### config.mk
export PLATFORM = sky130hd
export DESIGN_NAME = vga_timing_ctrl
export DESIGN_NICKNAME = d
export VERILOG_FILES = /design/src/rtl/vga_timing_ctrl.sv
export SDC_FILE = /design/constraint.sdc
export NUM_CORES = 1
export LEC_CHECK = 0
export CAP_MARGIN = 15
export CORE_UTILIZATION = 35
export CTS_BUF_LIST = sky130_fd_sc_hd__clkbuf_8
export CTS_CLUSTER_DIAMETER = 200
export DETAILED_ROUTE_END_ITERATION = 7
export GPL_ROUTABILITY_DRIVEN = 0
export GPL_TIMING_DRIVEN = 1
export SLEW_MARGIN = 0
export SYNTH_ARGS = -nofsm -noshare
export SYNTH_HDL_FRONTEND = slang
export SYNTH_SLANG_ARGS = --single-unit
### constraint.sdc
create_clock -name clk_i -period 5.3 [get_ports clk_i]
set_input_delay 1.06 -clock clk_i [delete_from_list [all_inputs] [get_ports clk_i]]
set_output_delay 1.06 -clock clk_i [all_outputs]
set_load 0.03 [all_outputs]
### src/rtl/vga_timing_ctrl.sv
// VGA mode controller: validates mode requests and reloads the timing generator at end of frame.
// The pixel path is blanked across the reload and for SETTLE_FRAMES frame ends after it.
module vga_timing_ctrl #(
    parameter int unsigned H_W           = 11,
    parameter int unsigned V_W           = 10,
    parameter int unsigned SETTLE_FRAMES = 2
) (
    input  logic             clk_i,
    input  logic             rst_i,
    input  logic             mode_valid_i,
    output logic             mode_ready_o,
    input  logic [1:0]       mode_sel_i,
    input  logic [4*H_W-1:0] cust_h_i,
    input  logic [4*V_W-1:0] cust_v_i,
    input  logic [H_W-1:0]   hcount_i,
    input  logic [V_W-1:0]   vcount_i,
    output logic             tg_we_o,
    output logic [4*H_W-1:0] tg_h_o,
    output logic [4*V_W-1:0] tg_v_o,
    output logic             blank_o,
    output logic             busy_o,
    output logic             err_o,
    input  logic             err_clr_i,
    output logic [1:0]       cur_mode_o
);

    localparam int unsigned HS_W = H_W + 2;
    localparam int unsigned VS_W = V_W + 2;
    localparam logic [4*H_W-1:0] MODE0_H = {H_W'(640), H_W'(16), H_W'(96), H_W'(48)};
    localparam logic [4*V_W-1:0] MODE0_V = {V_W'(480), V_W'(10), V_W'(2), V_W'(33)};
    localparam logic [H_W-1:0]   MODE0_HTOT  = H_W'(800);
    localparam logic [V_W-1:0]   MODE0_VTOT  = V_W'(525);
    localparam logic [3:0]       SETTLE_LAST = 4'(SETTLE_FRAMES - 1);

    typedef enum logic [2:0] {
        S_BOOT,
        S_IDLE,
        S_CHECK,
        S_WAIT_EOF,
        S_SETTLE
    } state_t;

    state_t           r_state;
    logic [1:0]       r_pend_sel;
    logic [1:0]       r_cur_mode;
    logic [4*H_W-1:0] r_pend_h;
    logic [4*V_W-1:0] r_pend_v;
    logic [4*H_W-1:0] r_tg_h;
    logic [4*V_W-1:0] r_tg_v;
    logic [H_W-1:0]   r_htot;
    logic [V_W-1:0]   r_vtot;
    logic [3:0]       r_settle_cnt;
    logic             r_ready;
    logic             r_blank;
    logic             r_busy;
    logic             r_err;

    function automatic logic [4*H_W-1:0] preset_h(input logic [1:0] sel);
        case (sel)
            2'd1:    preset_h = {H_W'(800), H_W'(40), H_W'(128), H_W'(88)};
            2'd2:    preset_h = {H_W'(1024), H_W'(24), H_W'(136), H_W'(160)};
            default: preset_h = MODE0_H;
        endcase
    endfunction

    function automatic logic [4*V_W-1:0] preset_v(input logic [1:0] sel);
        case (sel)
            2'd1:    preset_v = {V_W'(600), V_W'(1), V_W'(4), V_W'(23)};
            2'd2:    preset_v = {V_W'(768), V_W'(3), V_W'(6), V_W'(29)};
            default: preset_v = MODE0_V;
        endcase
    endfunction

    // Pending-set validation; sums carry two guard bits to detect overflow
    logic [H_W-1:0]  w_hd, w_hf, w_hr, w_hb;
    logic [V_W-1:0]  w_vd, w_vf, w_vr, w_vb;
    logic [HS_W-1:0] w_hsum;
    logic [VS_W-1:0] w_vsum;
    logic            w_h_ok;
    logic            w_v_ok;
    logic            w_eof;
    logic            w_reload;

    assign {w_hd, w_hf, w_hr, w_hb} = r_pend_h;
    assign {w_vd, w_vf, w_vr, w_vb} = r_pend_v;
    assign w_hsum = HS_W'(w_hd) + HS_W'(w_hf) + HS_W'(w_hr) + HS_W'(w_hb);
    assign w_vsum = VS_W'(w_vd) + VS_W'(w_vf) + VS_W'(w_vr) + VS_W'(w_vb);

    assign w_h_ok = (w_hd != '0) && (w_hf != '0) && (w_hr != '0) && (w_hb != '0) &&
                    (w_hd > w_hf) && (w_hd > w_hr) && (w_hd > w_hb) &&
                    (w_hsum[HS_W-1:H_W] == '0);
    assign w_v_ok = (w_vd != '0) && (w_vf != '0) && (w_vr != '0) && (w_vb != '0) &&
                    (w_vd > w_vf) && (w_vd > w_vr) && (w_vd > w_vb) &&
                    (w_vsum[VS_W-1:V_W] == '0);

    assign w_eof    = (hcount_i == r_htot - H_W'(1)) && (vcount_i == r_vtot - V_W'(1));
    assign w_reload = (r_pend_sel == 2'd3) || (r_pend_sel != r_cur_mode);

    // Write strobe must coincide with the frame-end edge, so it is decoded from the live counters
    assign tg_we_o = !rst_i && ((r_state == S_BOOT) || ((r_state == S_WAIT_EOF) && w_eof));

    always_ff @(posedge clk_i) begin
        if (rst_i) begin
            r_state      <= S_BOOT;
            r_pend_sel   <= 2'd0;
            r_cur_mode   <= 2'd0;
            r_pend_h     <= MODE0_H;
            r_pend_v     <= MODE0_V;
            r_tg_h       <= MODE0_H;
            r_tg_v       <= MODE0_V;
            r_htot       <= MODE0_HTOT;
            r_vtot       <= MODE0_VTOT;
            r_settle_cnt <= 4'd0;
            r_ready      <= 1'b0;
            r_blank      <= 1'b1;
            r_busy       <= 1'b1;
            r_err        <= 1'b0;
        end else begin
            if (err_clr_i) begin
                r_err <= 1'b0;
            end
            case (r_state)
                S_BOOT: begin
                    r_htot       <= MODE0_HTOT;
                    r_vtot       <= MODE0_VTOT;
                    r_cur_mode   <= 2'd0;
                    r_settle_cnt <= 4'd0;
                    r_state      <= S_SETTLE;
                end
                S_IDLE: begin
                    if (mode_valid_i && r_ready) begin
                        r_pend_sel <= mode_sel_i;
                        r_pend_h   <= (mode_sel_i == 2'd3) ? cust_h_i : preset_h(mode_sel_i);
                        r_pend_v   <= (mode_sel_i == 2'd3) ? cust_v_i : preset_v(mode_sel_i);
                        r_ready    <= 1'b0;
                        r_busy     <= 1'b1;
                        r_state    <= S_CHECK;
                    end
                end
                S_CHECK: begin
                    if (!(w_h_ok && w_v_ok)) begin
                        r_err   <= 1'b1;
                        r_ready <= 1'b1;
                        r_busy  <= 1'b0;
                        r_state <= S_IDLE;
                    end else if (!w_reload) begin
                        r_ready <= 1'b1;
                        r_busy  <= 1'b0;
                        r_state <= S_IDLE;
                    end else begin
                        r_tg_h  <= r_pend_h;
                        r_tg_v  <= r_pend_v;
                        r_blank <= 1'b1;
                        r_state <= S_WAIT_EOF;
                    end
                end
                S_WAIT_EOF: begin
                    if (w_eof) begin
                        r_htot       <= w_hsum[H_W-1:0];
                        r_vtot       <= w_vsum[V_W-1:0];
                        r_cur_mode   <= r_pend_sel;
                        r_settle_cnt <= 4'd0;
                        r_state      <= S_SETTLE;
                    end
                end
                S_SETTLE: begin
                    if (w_eof) begin
                        if (r_settle_cnt == SETTLE_LAST) begin
                            r_ready <= 1'b1;
                            r_busy  <= 1'b0;
                            r_blank <= 1'b0;
                            r_state <= S_IDLE;
                        end else begin
                            r_settle_cnt <= r_settle_cnt + 4'd1;
                        end
                    end
                end
                default: begin
                    r_state <= S_BOOT;
                end
            endcase
        end
    end

    assign mode_ready_o = r_ready;
    assign tg_h_o       = r_tg_h;
    assign tg_v_o       = r_tg_v;
    assign blank_o      = r_blank;
    assign busy_o       = r_busy;
    assign err_o        = r_err;
    assign cur_mode_o   = r_cur_mode;

endmodule

==> flow_summary.yaml, run 1 <==
detailed_routing:
  drc: 0
  wl_met3_mm: 3.44
  first_pass_iters: 5
  viasPerCell: 5.53
  met1_length_mm: 20.0
  routed_wl_mm: 42.4
  top_layer: "met5"
  vias: 12005
  first_iter_violations: 975
  ant_nets: 0
  wire_per_inst_um: 19.5
  wl_met2_mm: 18.3
synthesis:
  ys.flop_type: "dfxtp_1"
  ys_ff_latch: 204
  synthArstFlopShare: 0
  avgSynthCellArea_sq_um: 8.19
  seq_area_frac_synth: 0.326
  synthTopCellsByArea: "dfxtp_1, ha_1, fa_1"
  synth_edf_count: 0
  yosysWarnings: 0
  synthCells: 1529
  synth.distinct_cells: 76
  syn_nets: 1777
  yosysTopAreaCell: "dfxtp_1"
  yosysTopAreaCellShare: 0.326
  synth_area_sq_mm: 0.0125
setup_path:
  crit_chain: "clkdlybuf4s50_1 > or4b_2 > or3_1 > a221oi_2 > nand2_2 > o31a_1 > nor2_1 > buf_12"
  worstReg2RegStart: "r_pend_v[14]$_SDFFE_PP0P_"
  critPathKind: "in -> out"
  critPathMaxStageDelay_ns: 0.58
  slowest_stage: "or4b_2"
  startpoint_type: "primary input"
  crit_buf_inv: 2
  end_kind: "primary output"
  critPathMaxFanout: 4
  startpoint: "hcount_i[5]"
  critical_path.top_delay_family: "simple AND/OR/NAND/NOR gates"
  worstPathRequired_ns: 4.24
  worstPathArrival_ns: 3.72
clock_tree:
  postCtsResizedCells: 0
  postCtsSetupRepairBufs: 0
  clockBufferDepth: 3
  cts_tree: "done"
  insertion_delay_ns: 0.55
  cts.hold.buffers_added: 0
  cts_made_buffers: 38
  clkSinkCount: 204
  clockRootBuffer: "clkbuf_8"
  h-tree-depth: 2
  clk_pin_slew_ns: 0.06
timing:
  relSlewSlack: 0.242
  fin_crit_ns: 4.78
  drv_slew: 0
  setup_tns_ns: 0
  rsz0062_at_grt: "no"
  period_share: 0.901
  hold_violations: 0
  worst_pin_slew_ns: 1.14
  skew_ns: 0.0360
  fmax_mhz: 209
  setup_viol: 0
placement:
  dpl.hpwl_mm: 30.9
  numPortBuffers: 201
layout:
  final_cell_mix: "dfxtp_1, clkdlybuf4s50_1, a21oi_1"
  area_delta_synth_final_pct: 25.0
  antenna_cells: 0
  drive_gt1_frac: 0.0606
  fin_util: 0.449
  nNetsFinal: 1940
  layout_commonest_cell: "dfxtp_1"
die:
  num_io_pins: 202
  die_w_um: 191
  row_count: 68
  dieArea_sq_mm: 0.0365
  start_util: 0.359
  coreArea_sq_mm: 0.0349
  die_y_um: 191
status:
  status: "complete, no violations"
global_route:
  antenna_found_initial: 1
  grt_max_degree: 103
  grt_usage: 0.229
  grt_pass1_vias: 11641
  grt_pass1_wl_mm: 65.4
  overflow: 0
run:
  drv_cap: 0
worst_hold_path:
  hp-class: "reg -> reg"
  hold_start: "tg_v_o[13]$_SDFFE_PP0P_"
power_and_ir_drop:
  ir_drop_mv: 0.186
  power.leakage_nw: 5.79
  power_mw: 3.36
  p_per_area_mw_per_mm2: 215
## Yosys cell counts, types with 3 or more instances
cell        n
o21ai_0   118
or3_1       9
nand2b_1    7
nor4_1     29
nor2_1     60
clkbuf_1   80
or2_2       5
dfxtp_1   204
nor4b_1     6
a211o_1     3
a31oi_1     5
or4_1       6
buf_1       5
nand2_1   156
xor2_1     15
inv_1     139
a21o_1     18
nor3_1     19
and2_1      6
a221oi_1    3
ha_1       95
nand4b_1    4
o21bai_1    5
o31ai_1     6
fa_1       42
a211oi_1   61
nand3_1    74
nand3b_1    9
a21boi_0    3
nand4_1    22
buf_6       4
o21a_1     18
buf_2       6
a31o_1      6
and3_1      6
o211ai_1   20
xnor2_1    27
nor2b_1    17
a21oi_1   163
## cells by family after synthesis
kind of cell | share of synthesized area
buffers and inverters | 0.0744
and+or+nand+nor | 0.186
AOI/OAI and AO/OA | 0.219
muxes | 0.00250
xor gates and xnor gates | 0.0294
DFF | 0.326
adders and majority gates | 0.162
## metrics by stage
stage / cells / setup WS [ns] / area, sq um / hold WS (ns)
2_1_floorplan: 1529 / 0.911 / 12500 / 0.445
3_3_place_gp: 2107 / 0.561 / 14900 / 0.456
3_5_place_dp: 2107 / 0.537 / 14900 / 0.467
4_1_cts: 2171 / 0.523 / 15700 / 0.475
5_1_grt: 2171 / 0.413 / 15700 / 0.489
6_report: 2171 / 0.525 / 15700 / 0.472
## where the power goes
part | internal [mW] | switching (mW) | total [mW]
clock | 0.884 | 0.697 | 1.58
combinational | 0.108 | 0.129 | 0.237
sequential | 1.54 | 0.00512 | 1.54
## worst min-delay path: stages, from the launching register on
cell and delay (ns):
dfxtp_1 0.30, o21ai_0 0.06, a21oi_1 0.06
## routing by layer
layer,track usage,vias up
li1,-,5731
met1,0.326,5772
met2,0.345,446
met3,0.0536,54
met4,0.0531,2
met5,0,-
## layout make-up
cell class | instances | area [sq um]
Tap cell | 455 | 569
Sequential cell | 204 | 4080
Clock inverter | 18 | 139
Multi-Input combinational cell | 1089 | 7540
Inverter | 139 | 522
Timing Repair Buffer | 220 | 2160
Clock buffer | 46 | 633
Fill cell | 3500 | 19200
## sequential cells by signal, summed over array words and instances (netlist names)
signal,cells
r_pend_h,44
tg_h_o,44
r_pend_v,40
tg_v_o,40
r_htot,11
r_vtot,10
r_settle_cnt,4
r_state,3
cur_mode_o,2
r_pend_sel,2
blank_o,1
busy_o,1
err_o,1
mode_ready_o,1
## worst paths after layout
path,end,slack (ns),depth (start not counted)
max reg2reg,tg_v_o[37]$_SDFFE_PP1P_,0.70,14
max,tg_we_o,0.52,8
min,tg_v_o[13]$_SDFFE_PP0P_,0.47,2
min reg2reg,tg_v_o[13]$_SDFFE_PP0P_,0.47,2
Power figures use the tool's default switching activity.
==> run 2, diff against run 1 <==
MAX_ROUTING_LAYER = met4   (was unset)
==> flow_summary.yaml, run 2 (synthesis gave the netlist of run 1 again) <==
placement:
  dpl.hpwl_mm: 30.9
  post-place-ws_ns: 0.537
  numPortBuffers: 201
die:
  row_count: 68
  die_y_um: 191
  num_io_pins: 202
  coreArea_sq_mm: 0.0349
  start_util: 0.359
  die_w_um: 191
  dieArea_sq_mm: 0.0365
clock_tree:
  cts.hold.buffers_added: 0
  h-tree-depth: 2
  clk_pin_slew_ns: 0.06
  postCtsResizedCells: 0
  clockRootBuffer: "clkbuf_8"
  clockBufferDepth: 3
  cts_made_buffers: 38
  clkSinkCount: 204
  postCtsSetupRepairBufs: 0
  cts_tree: "done"
  insertion_delay_ns: 0.55
detailed_routing:
  ant_nets: 0
  routed_wl_mm: 42.4
  drc: 0
  first_pass_iters: 5
  wire_per_inst_um: 19.5
  first_iter_violations: 885
  viasPerCell: 5.52
  vias: 11991
timing:
  setup_viol: 0
  relSlewSlack: 0.240
  setup_tns_ns: 0
  drv_slew: 0
  worst_pin_slew_ns: 1.14
  finalWorstSetupSlack_ns: 0.525
  fin_crit_ns: 4.77
  rsz0062_at_grt: "no"
  skew_ns: 0.0370
  hold_violations: 0
  period_share: 0.901
  fmax_mhz: 209
status:
  status: "complete, no violations"
layout:
  drive_gt1_frac: 0.0606
  nNetsFinal: 1940
  final_cell_mix: "dfxtp_1, clkdlybuf4s50_1, a21oi_1"
  layout_commonest_cell: "dfxtp_1"
  area_delta_synth_final_pct: 25.0
setup_path:
  worstPathArrival_ns: 3.71
  critPathMaxFanout: 4
  critPathKind: "in -> out"
  startpoint_type: "primary input"
  end_kind: "primary output"
  worstPathRequired_ns: 4.24
global_route:
  grt_pass1_vias: 11666
  antenna_found_initial: 1
  grt_max_degree: 103
  overflow: 0
  grt_usage: 0.235
  grt_pass1_wl_mm: 65.4
power_and_ir_drop:
  ir_drop_mv: 0.188
  p_per_area_mw_per_mm2: 215
  power.leakage_nw: 5.79
worst_hold_path:
  hp-class: "reg -> reg"
run:
  drv_cap: 0
[run 2: cell count changes in the layout (fill, tap and decap cells not counted)]
cell,previous run,this run
diode_2,0,1
[run 2: routing by layer]
layer / GRT usage / vias to the layer above / wire length [um]
met2: 0.343 / 467 / 18100
met5: - / - / 0
met1: 0.331 / 5743 / 20000
met4: 0.0540 / 0 / 768
met3: 0.0499 / 56 / 3600
li1: - / 5725 / -
[run 2: stage by stage]
stage               hold WS, ns  area [sq um]  power (mW)  utilization  instances
floorplan                 0.445         12500        1.68            -       1529
global placement          0.456         14900        1.81        0.427       2107
detailed placement        0.467         14900        1.81        0.427       2107
CTS                       0.475         15700        3.38        0.449       2171
global route              0.489         15700        3.47        0.449       2172
finish                    0.472         15700        3.36        0.449       2172
[run 2: final cells by class]
cell class                 instances  area, sq um
clock inverter                    18          139
multi-input combinational       1089         7540
fill                            3499        19200
inverter                         139          522
clock buffer                      46          633
antenna                            1         2.50
timing repair buffer             220         2160
tap                              455          569
sequential                       204         4080
[run 2: final timing paths]
kind / from / slack [ns] / cells after the start / to
hold reg to reg: tg_v_o[13]$_SDFFE_PP0P_ / 0.47 / 2 / tg_v_o[13]$_SDFFE_PP0P_
setup / recovery: hcount_i[5] / 0.53 / 8 / tg_we_o
setup reg to reg: r_pend_v[14]$_SDFFE_PP0P_ / 0.69 / 14 / tg_v_o[37]$_SDFFE_PP1P_
hold / removal: tg_v_o[13]$_SDFFE_PP0P_ / 0.47 / 2 / tg_v_o[13]$_SDFFE_PP0P_
[run 2: worst max-delay path, cell delays in order]
cell	delay (ns)
clkdlybuf4s50_1	0.53
or4b_2	0.58
or3_1	0.33
a221oi_2	0.37
nand2_2	0.10
o31a_1	0.32
nor2_1	0.26
buf_12	0.16
[run 2: report_power, final]
group | switching [mW] | internal, mW
Combinational | 0.129 | 0.108
Clock | 0.698 | 0.884
Sequential | 0.00495 | 1.54
Total | 0.832 | 2.53
==> run 3, diff against run 2 <==
HOLD_SLACK_MARGIN = 0.02   (was unset)
==> results of run 3 <==
The final DEF is identical to that of run 2; final timing and power are the same.
==> RTL change: new RTL, config.mk and constraints of run 1 <==
Change the parameter `H_W` from 11 to 22.
--- a/src/rtl/vga_timing_ctrl.sv
+++ b/src/rtl/vga_timing_ctrl.sv
@@ -2,5 +2,5 @@
 // The pixel path is blanked across the reload and for SETTLE_FRAMES frame ends after it.
 module vga_timing_ctrl #(
-    parameter int unsigned H_W           = 11,
+    parameter int unsigned H_W           = 22,
     parameter int unsigned V_W           = 10,
     parameter int unsigned SETTLE_FRAMES = 2
Ports: changed (resized cust_h_i, hcount_i and tg_h_o); port bits go from 202 to 301. The function was not compared with the original's and may differ.
==> RTL change against run 1 <==
Wire length grew 48%. Non-clock buffer count increased by 106. Sequential cell count rose by 99. Via count is 38% higher. Final area grew 45%. Critical path depth is 8 higher. Combinational power up 8%. Worst setup slack worse by 0.14 ns. Total power rose by 38%. Critical path type is now register to register. Synthesized area increased by 43%.
==> RTL change: results (changes against run 1) <==
| Metric | Value |
|---|---|
| Reg2reg path depth | 16 (+2) |
| CTS max path bufs | 3 (unchanged) |
| Hold_sp | r_pend_v[16]$_SDFFE_PP0P_ |
| Placed cells | 3000 (+42%) |
| Post-synthesis sequential area ratio | 0.338 (+0.0117) |
| Status | finished, final reports clean |
| CTS root buffer | clkbuf_8 |
| Setup repair bufs after CTS | 0 (unchanged) |
| Hold path depth | 2 (unchanged) |
| Count leader, synth | dfxtp_1 |
| Post-cts gate resize count | 0 (unchanged) |
| Internal power | 0.00353 W (+39%) |
| Synth area leaders | dfxtp_1, ha_1, fa_1 |
| Clk Latency, worst-skew pair | 0.64 ns (+0.09 ns) |
| DRC violation count after routing | 0 (unchanged) |
| Vias per cell | 5.37 (-2.8%) |
| Maximum fanout along the worst path | 79 (+75) |
| Clock buffer count from CTS | 50 (+32%) |
| Vias in the first global route | 16462 (+41%) |
| Start of the worst register-to-register path | r_pend_h[49]$_SDFFE_PP0P_ |
| Post-synth top cells | dfxtp_1, nor2_1, inv_1 |
| Port Buffers | 300 (+49%) |
| Final net count | 2749 (+42%) |
| Hold Path End | r_pend_v[16]$_SDFFE_PP0P_ |
| Total number of vias | 16608 (+38%) |
| P_leak | 9.48 nW (+64%) |
| Iteration-0 DRC count of the detailed router | 1203 (+23%) |
| Number of detailed-route iterations in the first pass | 5 (unchanged) |
| Clk network pwr share | 0.452 (-0.019) |
| CTS clk-pin slew, worst paths | 0.06 ns (about the same) |
| Warnings, synthesis | 0 (unchanged) |
| Max rail drop VDD | 0.000170 V (-8.5%) |
| Power Sequential | 0.00228 W (+48%) |
| Layout cells sized above 1 | 0.0489 (-0.0117) |
| Initial antenna violation count | 4 (+3) |
| Mean routed wirelength per cell | 20.4 um (+4.3%) |
| Worst R2R End | tg_h_o[44]$_SDFFE_PP0P_ |
| H-tree levels | 2 (unchanged) |
| Max-slew headroom at the worst pin | 0.278 (+0.0360) |
| Worst Path Arrival | 5.40 ns (+1.68 ns) |
| FILL cells | 4971 (+42%) |
| GRT Resource Usage Total | 0.236 (+0.00778) |
| Layout Skew | 0.0370 ns (+0.000929 ns) |
| Mapped Nets | 2482 (+40%) |
| Final HPWL DP | 48100 um (+56%) |
| Synth async-reset ratio | 0 (unchanged) |
| Avg Cell Area, Syn | 8.50 um2 (+3.8%) |
| Hold Path Class | register to register |
| Post-synthesis cell type count | 77 (+1.3%) |
| Largest net degree at the start of global routing | 118 (+15%) |
| Setup Viol. Count Final | 0 (unchanged) |
| Reg2reg setup slack | 0.38 ns (-0.32 ns) |
| First-pass GRT wire length | 96400 um (+47%) |
## RTL change: cell count changes after synthesis, sizes merged, moves of 15 or more
| cell | run 1 | this run |
|---|---|---|
| nor3 | 19 | 34 |
| nand2 | 158 | 173 |
| o21ai | 118 | 53 |
| inv | 139 | 199 |
| ha | 95 | 139 |
| mux2i | 2 | 119 |
| fa | 42 | 64 |
| dfxtp | 204 | 303 |
| nand3 | 74 | 147 |
| nand4 | 23 | 47 |
| nor2 | 61 | 205 |
## RTL change: layout make-up
cell class                      instances  area share
Clock inverter                         24     0.00586
Multi-Input combinational cell       1500       0.473
Timing Repair Buffer                  326       0.145
Clock buffer                           63      0.0383
Inverter                              199      0.0330
Tap cell                              672      0.0371
Sequential cell                       303       0.268
Antenna cell                            4    0.000442
## RTL change: per-layer routing
metal	vias up	global-route usage	wire length, um
li1	7887	-	-
met3	109	0.0487	4240
met5	-	0	0
met1	8010	0.313	28100
met4	0	0.0921	2200
met2	602	0.375	28500
## RTL change: worst max-delay path by stage
stage	startpoint	endpoint	slack (ns)	cells past startpoint
after floorplan	hcount_i[21]	tg_we_o	0.57	9
after global placement	hcount_i[21]	tg_we_o	0.41	10
after detailed placement	hcount_i[21]	tg_we_o	0.38	10
after CTS	r_htot[0]$_SDFFE_PP0P_	tg_we_o	0.36	10
after global routing	r_pend_h[46]$_SDFFE_PP0P_	tg_v_o[32]$_SDFFE_PP0P_	0.06	16
final	r_pend_h[49]$_SDFFE_PP0P_	tg_h_o[44]$_SDFFE_PP0P_	0.38	16
## RTL change: worst max-delay path, cell delays in order, from the launching register on
cell      delay (ns)
dfxtp_1         0.31
inv_1           0.21
fa_1            0.48
fa_1            0.53
inv_1           0.05
ha_1            0.36
a21o_1          0.17
a31o_2          0.10
a31oi_1         0.08
o311ai_0        0.61
nand2_1         0.27
o211a_1         0.29
nand4_1         0.13
buf_12          0.30
buf_12          0.44
mux2i_1         0.27
nor2_1          0.06
## RTL change: metrics by stage
stage | hold slack [ns] | worst slack, ns | area, um2 | total power, W
detailed placement | 0.461 | 0.382 | 21600 | 0.00258
global placement | 0.458 | 0.409 | 21600 | 0.00258
global route | 0.492 | 0.0571 | 22700 | 0.00478
finish | 0.469 | 0.383 | 22700 | 0.00463
floorplan | 0.441 | 0.573 | 18000 | 0.00242
CTS | 0.470 | 0.358 | 22600 | 0.00468
## RTL change: kinds of logic (layout without fill, tap and decap cells)
family,count (synthesis),count (layout),synth area share
xor+xnor,66,66,0.0322
other cells,0,4,0
flops,303,303,0.338
buf+inv,310,612,0.0667
mux,121,121,0.0676
simple gates,731,731,0.197
compound gates,379,379,0.130
fa+ha+maj,203,203,0.168
